**config.mk**
```make
export PLATFORM = sky130hd
export DESIGN_NAME = dmem_arbiter
export DESIGN_NICKNAME = d
export VERILOG_FILES = /design/src/rtl/dmem_arb_pkg.sv /design/src/rtl/dmem_arb_pick.sv /design/src/rtl/dmem_arbiter.sv
export SDC_FILE = /design/constraint.sdc
export NUM_CORES = 1
export LEC_CHECK = 0
export CORE_AREA = 4 4 112 114
export CTS_CLUSTER_SIZE = 14
export DETAILED_ROUTE_END_ITERATION = 8
export DIE_AREA = 0 0 116 118
export PLACE_DENSITY_LB_ADDON = 0.25
export SLEW_MARGIN = 20
export SYNTH_ARGS = -nofsm -noshare
export SYNTH_HDL_FRONTEND = slang
export SYNTH_HIERARCHICAL = 1
export SYNTH_SLANG_ARGS = --single-unit
```
**constraint.sdc**
```tcl
create_clock -name clk -period 2.2 [get_ports clk]
set_input_delay 0.33 -clock clk [delete_from_list [all_inputs] [get_ports clk]]
set_output_delay 0.33 -clock clk [all_outputs]
set_load 0.005 [all_outputs]
```
**src/rtl/dmem_arb_pkg.sv**
```systemverilog
// Shared types and parameter checks for the data-RAM arbiter.
package dmem_arb_pkg;

  typedef enum logic {
    S_IDLE = 1'b0,
    S_BUSY = 1'b1
  } state_e;

  localparam logic OWN_CPU = 1'b0;
  localparam logic OWN_DBG = 1'b1;

  function automatic bit lat_ok(int lat);
    return (lat >= 1) && (lat <= 4);
  endfunction

  function automatic bit starve_ok(int smax);
    return (smax >= 1) && (smax <= 15);
  endfunction

endpackage

```
**src/rtl/dmem_arb_pick.sv**
```systemverilog
// Winner selection between CPU and debug, with a bounded CPU-priority streak.
module dmem_arb_pick
  import dmem_arb_pkg::*;
#(
  parameter int STARVE_MAX = 4
) (
  input  logic clk,
  input  logic reset,
  input  logic en_i,
  input  logic cpu_req_i,
  input  logic dbg_req_i,
  output logic cpu_gnt_o,
  output logic dbg_gnt_o
);

  logic [3:0] starve_q, starve_d;
  logic       starved;

  assign starved   = (starve_q == 4'(STARVE_MAX));
  assign dbg_gnt_o = en_i & dbg_req_i & (~cpu_req_i | starved);
  assign cpu_gnt_o = en_i & cpu_req_i & ~(dbg_req_i & starved);

  // Counts CPU wins only while debug is actually waiting.
  always_comb begin
    starve_d = starve_q;
    if (!dbg_req_i || dbg_gnt_o)      starve_d = '0;
    else if (cpu_gnt_o && !starved)   starve_d = starve_q + 4'd1;
  end

  always_ff @(posedge clk or posedge reset) begin
    if (reset) starve_q <= '0;
    else       starve_q <= starve_d;
  end

endmodule

```
**src/rtl/dmem_arbiter.sv**
```systemverilog
// Shares one synchronous data RAM between the CPU MEM stage and a debug port;
// one access in flight at a time, CPU frozen via cpu_stall while pending.
module dmem_arbiter
  import dmem_arb_pkg::*;
#(
  parameter int ADDR_W     = 32,
  parameter int DATA_W     = 32,
  parameter int LATENCY    = 1,
  parameter int STARVE_MAX = 4
) (
  input  logic              clk,
  input  logic              reset,
  input  logic              cpu_req,
  input  logic              cpu_we,
  input  logic [ADDR_W-1:0] cpu_addr,
  input  logic [DATA_W-1:0] cpu_wdata,
  output logic [DATA_W-1:0] cpu_rdata,
  output logic              cpu_stall,
  input  logic              dbg_req,
  input  logic              dbg_we,
  input  logic [ADDR_W-1:0] dbg_addr,
  input  logic [DATA_W-1:0] dbg_wdata,
  output logic              dbg_ack,
  output logic [DATA_W-1:0] dbg_rdata,
  output logic              ram_en,
  output logic              ram_we,
  output logic [ADDR_W-1:0] ram_addr,
  output logic [DATA_W-1:0] ram_wdata,
  input  logic [DATA_W-1:0] ram_rdata
);

  if (!lat_ok(LATENCY)) begin : g_bad_latency
    $error("dmem_arbiter: LATENCY must be 1..4");
  end
  if (!starve_ok(STARVE_MAX)) begin : g_bad_starve
    $error("dmem_arbiter: STARVE_MAX must be 1..15");
  end

  state_e            state_q;
  logic              owner_q;
  logic [2:0]        lat_q;
  logic [DATA_W-1:0] dbg_rdata_q;

  logic idle, done, cpu_gnt, dbg_gnt, win_we, sel_dbg, cpu_rd_done, dbg_rd_done;

  // Reset gates the grant so no strobe escapes while reset is high.
  assign idle = (state_q == S_IDLE) & ~reset;
  assign done = (state_q == S_BUSY) & (lat_q == 3'(LATENCY));

  dmem_arb_pick #(.STARVE_MAX(STARVE_MAX)) u_pick (
    .clk       (clk),
    .reset     (reset),
    .en_i      (idle),
    .cpu_req_i (cpu_req),
    .dbg_req_i (dbg_req),
    .cpu_gnt_o (cpu_gnt),
    .dbg_gnt_o (dbg_gnt)
  );

  assign cpu_rd_done = done & (owner_q == OWN_CPU);
  assign dbg_rd_done = done & (owner_q == OWN_DBG);
  assign win_we      = dbg_gnt ? dbg_we : cpu_we;

  // In BUSY the address keeps following the registered owner.
  assign sel_dbg   = (state_q == S_BUSY) ? (owner_q == OWN_DBG) : dbg_gnt;
  assign ram_en    = cpu_gnt | dbg_gnt;
  assign ram_we    = ram_en & win_we;
  assign ram_addr  = sel_dbg ? dbg_addr  : cpu_addr;
  assign ram_wdata = sel_dbg ? dbg_wdata : cpu_wdata;

  assign cpu_stall = cpu_req & ~reset & ~((cpu_gnt & cpu_we) | cpu_rd_done);
  assign cpu_rdata = cpu_rd_done ? ram_rdata : '0;
  assign dbg_ack   = (dbg_gnt & dbg_we) | dbg_rd_done;
  assign dbg_rdata = dbg_rdata_q;

  always_ff @(posedge clk or posedge reset) begin
    if (reset) begin
      state_q     <= S_IDLE;
      owner_q     <= OWN_CPU;
      lat_q       <= '0;
      dbg_rdata_q <= '0;
    end else begin
      case (state_q)
        S_IDLE: begin
          if (ram_en && !win_we) begin
            state_q <= S_BUSY;
            owner_q <= dbg_gnt ? OWN_DBG : OWN_CPU;
            lat_q   <= 3'd1;
          end
        end
        S_BUSY: begin
          if (done) begin
            state_q <= S_IDLE;
            lat_q   <= '0;
            if (owner_q == OWN_DBG) dbg_rdata_q <= ram_rdata;
          end else begin
            lat_q <= lat_q + 3'd1;
          end
        end
        default: state_q <= S_IDLE;
      endcase
    end
  end

endmodule

```
==> metrics.md <==
| Metric | Value |
|---|---|
| Row cnt | 39 |
| Mean post-synth cell area | between 10 and 15 um^2 |
| Fmax | approximately 0.38 GHz |
| Final slew viol count | 0 |
| Worst EP arrival | roughly 2.3 ns |
| Area grow syn2layout | 149% |
| Period utilisation layout | 120% |
| GR Overflow Total | 0 |
| First-pass GRT wire length | 20.3 mm |
| Worst-path fanout max | 5 |
| Synthesis-stage register bit count | a little over 40 |
| # clock sinks | between 40 and 50 |
| CTS clk-pin slew, worst paths | roughly 0.060 ns |
| Root Driver | clkbuf_16 |
| Die area | roughly 0.014 mm^2 |
| Nature of the critical path endpoint | primary output |
| Pwr Density | 979 mW/mm^2 |
| Worst setup SP type | flop |
| HPWL Detailed | 10.9 mm |
| Layout Utilization | between 60% and 70% |
| Reg2Reg Setup Slack | 0.39 ns |
| Post-synthesis async set-or-reset flop share | 100% |
| Vias/cell | about 4.5 |
| Fillers | 916 |
| Combinational share of power | between 60 and 70% |
| Yosys warns | 6 |
| DRT antenna net count | 0 |
| Core area | 0.0114 mm^2 |
| Period minus WS final | around 2.6 ns |
| Final hold vios | 0 |
| Initial DRC count | 89 |
| Data required time of the worst path | roughly 1.9 ns |
| Sequential Power Share | between 10% and 20% |
| Slew @ Worst Pin | 0.443 ns |
| Clock Power Share | 12.1% |
| Layout cells sized above 1 | 51.6% |
| Top Ports | a little under 300 |
| Port-buffer cells | around 300 |
| Setup Skew | between 0.005 and 0.006 ns |
| Cts bufs inserted | 5 |
| RD Place Congestion | roughly 0.80 |
| Final setup vio count | between 70 and 80 |
| Leading cell types in the layout, fill and taps excluded | clkdlybuf4s50_1 (196), buf_6 (70), mux2_2 (52) |
| Total power | between 6 and 7 mW |
| CTS tree | yes |
| Total Wirelength | 14.8 mm |
| Failing checks | negative setup slack |
| EDFF count, synth | 0 |
| Crit Path Category | flop to primary output |
| Relative slew slack | 70.4% |
| Synth Cell Area | ~0.0028 mm^2 |
| Worst setup margin | -0.433 ns |
| R2r startpoint | lat_q[1] |
| RSZ-0062 raised after global routing | yes |
| Status | complete, but fails checks |
| Pin count of the biggest net entering global routing | 29 |
| Max_cap viols | 0 |
| Top FF cell, synth | dfrtp_1 |
| Mapped Nets | 415 |
| Vias in the first global route | ~3400 |
| Sequential element share of the synthesized area | 36.6% |
| 1st-pass router iterations | 4 |
| P_int | approximately 4.8 mW |
| Latest clock arrival within the worst-skew pair | 0.28 ns |
| Initial core utilization | 24.5% |
| H-tree Lvls | 2 |
| # DRC | 0 |
| Die Height | 118 um |
| Synth unique cells | 35 |
| Nets | 770 |
| Initial antenna violation count | 0 |
| Switching Share | between 20 and 30% |
| HP Class | input pin to async pin |
| Antenna fix cells | 0 |
| Vias | approximately 3300 |
| Maximum vdd drop | 0.557 mV |
| R2R cell count | 7 |
| Cells after Synth | roughly 250 |
| LEAKAGE | about 3.2 nW |
| Chip width | around 120 um |
| Worst reg2reg endpoint | dbg_rdata[22] |
| DR WL/cell | about 20 um |
| Sw power | about 2.0 mW |
| Max Buffers Root-to-Sink | 2 |
| Gr usage total | roughly a fifth |
| Commonest non-fill, non-tap cell in the layout | clkdlybuf4s50_1 |
| TNS Setup | -20.10 ns |
-- flip-flops by register name, indices dropped and copies added, names as in the netlist --
register / count
u_pick/starve_q: 4
lat_q: 3
dbg_rdata: 32
state_q: 1
owner_q: 1
-- Yosys cell counts (3+ instances only) --
library cell,n,share of area (%)
nor2_1,4,0.54
nand2_1,8,1.1
buf_6,5,2.0
nor3b_1,3,0.80
dfrtp_1,41,37
mux2_2,91,37
ha_1,4,1.8
clkbuf_1,3,0.40
and2_1,32,7.1
mux2_1,5,2.0
o21ai_0,5,0.89
nand3_1,3,0.54
buf_2,4,0.71
inv_1,8,1.1
-- how the worst max path moves through the flow --
stage	endpoint	from	slack (ns)
2_1_floorplan	ram_addr[2]	u_pick/starve_q[0]	0.01
3_3_place_gp	ram_addr[17]	cpu_req	-0.61
3_5_place_dp	ram_wdata[6]	cpu_req	-0.68
4_1_cts	ram_wdata[11]	u_pick/starve_q[0]	-0.48
5_1_grt	ram_wdata[7]	u_pick/starve_q[0]	-0.49
6_report	ram_wdata[7]	u_pick/starve_q[0]	-0.43
-- worst max-delay path: stages, from the launching register on --
cell     delay, ns
dfrtp_1       0.39
inv_2         0.08
ha_4          0.14
nand2_4       0.05
o21ai_2       0.13
and3_4        0.22
mux2i_4       0.08
buf_12        0.15
buf_8         0.12
buf_12        0.13
buf_6         0.11
mux2_4        0.30
buf_6         0.12
-- kinds of logic (layout without fill, tap and decap cells) --
| family | after synthesis | after routing | synth area share (%) |
|---|---|---|---|
| mux | 97 | 97 | 39.4 |
| buf+inv | 22 | 378 | 4.73 |
| simple gates | 65 | 65 | 13.8 |
| compound gates | 16 | 16 | 3.66 |
| fa+ha+maj | 4 | 4 | 1.79 |
| flops | 41 | 41 | 36.6 |
-- power groups by stage --
stage | sequential (mW) | clock (mW) | combinational, mW
after CTS | 1.28 | 0.852 | 4.32
after detailed placement | 1.29 | 0 | 3.61
after global routing | 1.33 | 0.885 | 5.00
after floorplan | 1.32 | 0 | 1.46
after global placement | 1.27 | 0 | 3.56
final | 1.28 | 0.826 | 4.73
-- routing by layer --
layer  vias to the layer above  track usage, %  part of all wire, %
li1                       1572               -                    -
met1                      1598            21.9                   36
met2                       134            36.2                   54
met3                        16            4.73                  8.5
met4                         0            2.68                  1.2
met5                         -               0                    0
-- area by class of cell --
type	count	area, um^2	area share [%]
tap	143	179	2.56
sequential	41	1030	14.7
inverter	8	30.0	0.430
timing repair buffer	362	3650	52.2
clock inverter	2	38.8	0.555
clock buffer	6	129	1.84
multi-input combinational	182	1930	27.7
-- per-stage QoR --
stage	instance area, um^2	std cells	worst slack (ns)	hold slack (ns)
finish	6990	744	-0.433	0.461
global route	6990	744	-0.486	0.475
CTS	6680	733	-0.483	0.419
detailed placement	6090	697	-0.679	0.492
global placement	6090	697	-0.607	0.487
floorplan	2820	245	0.0106	0.0961
-- repair_timing --
action	4_1_cts	5_1_grt
hold buffers	0	0
setup endpoints to repair	100	100
buffers inserted	21	15
resized for setup	376	161
pin swaps	10	17
gates cloned	7	2
(Power assumes the default switching activity.)
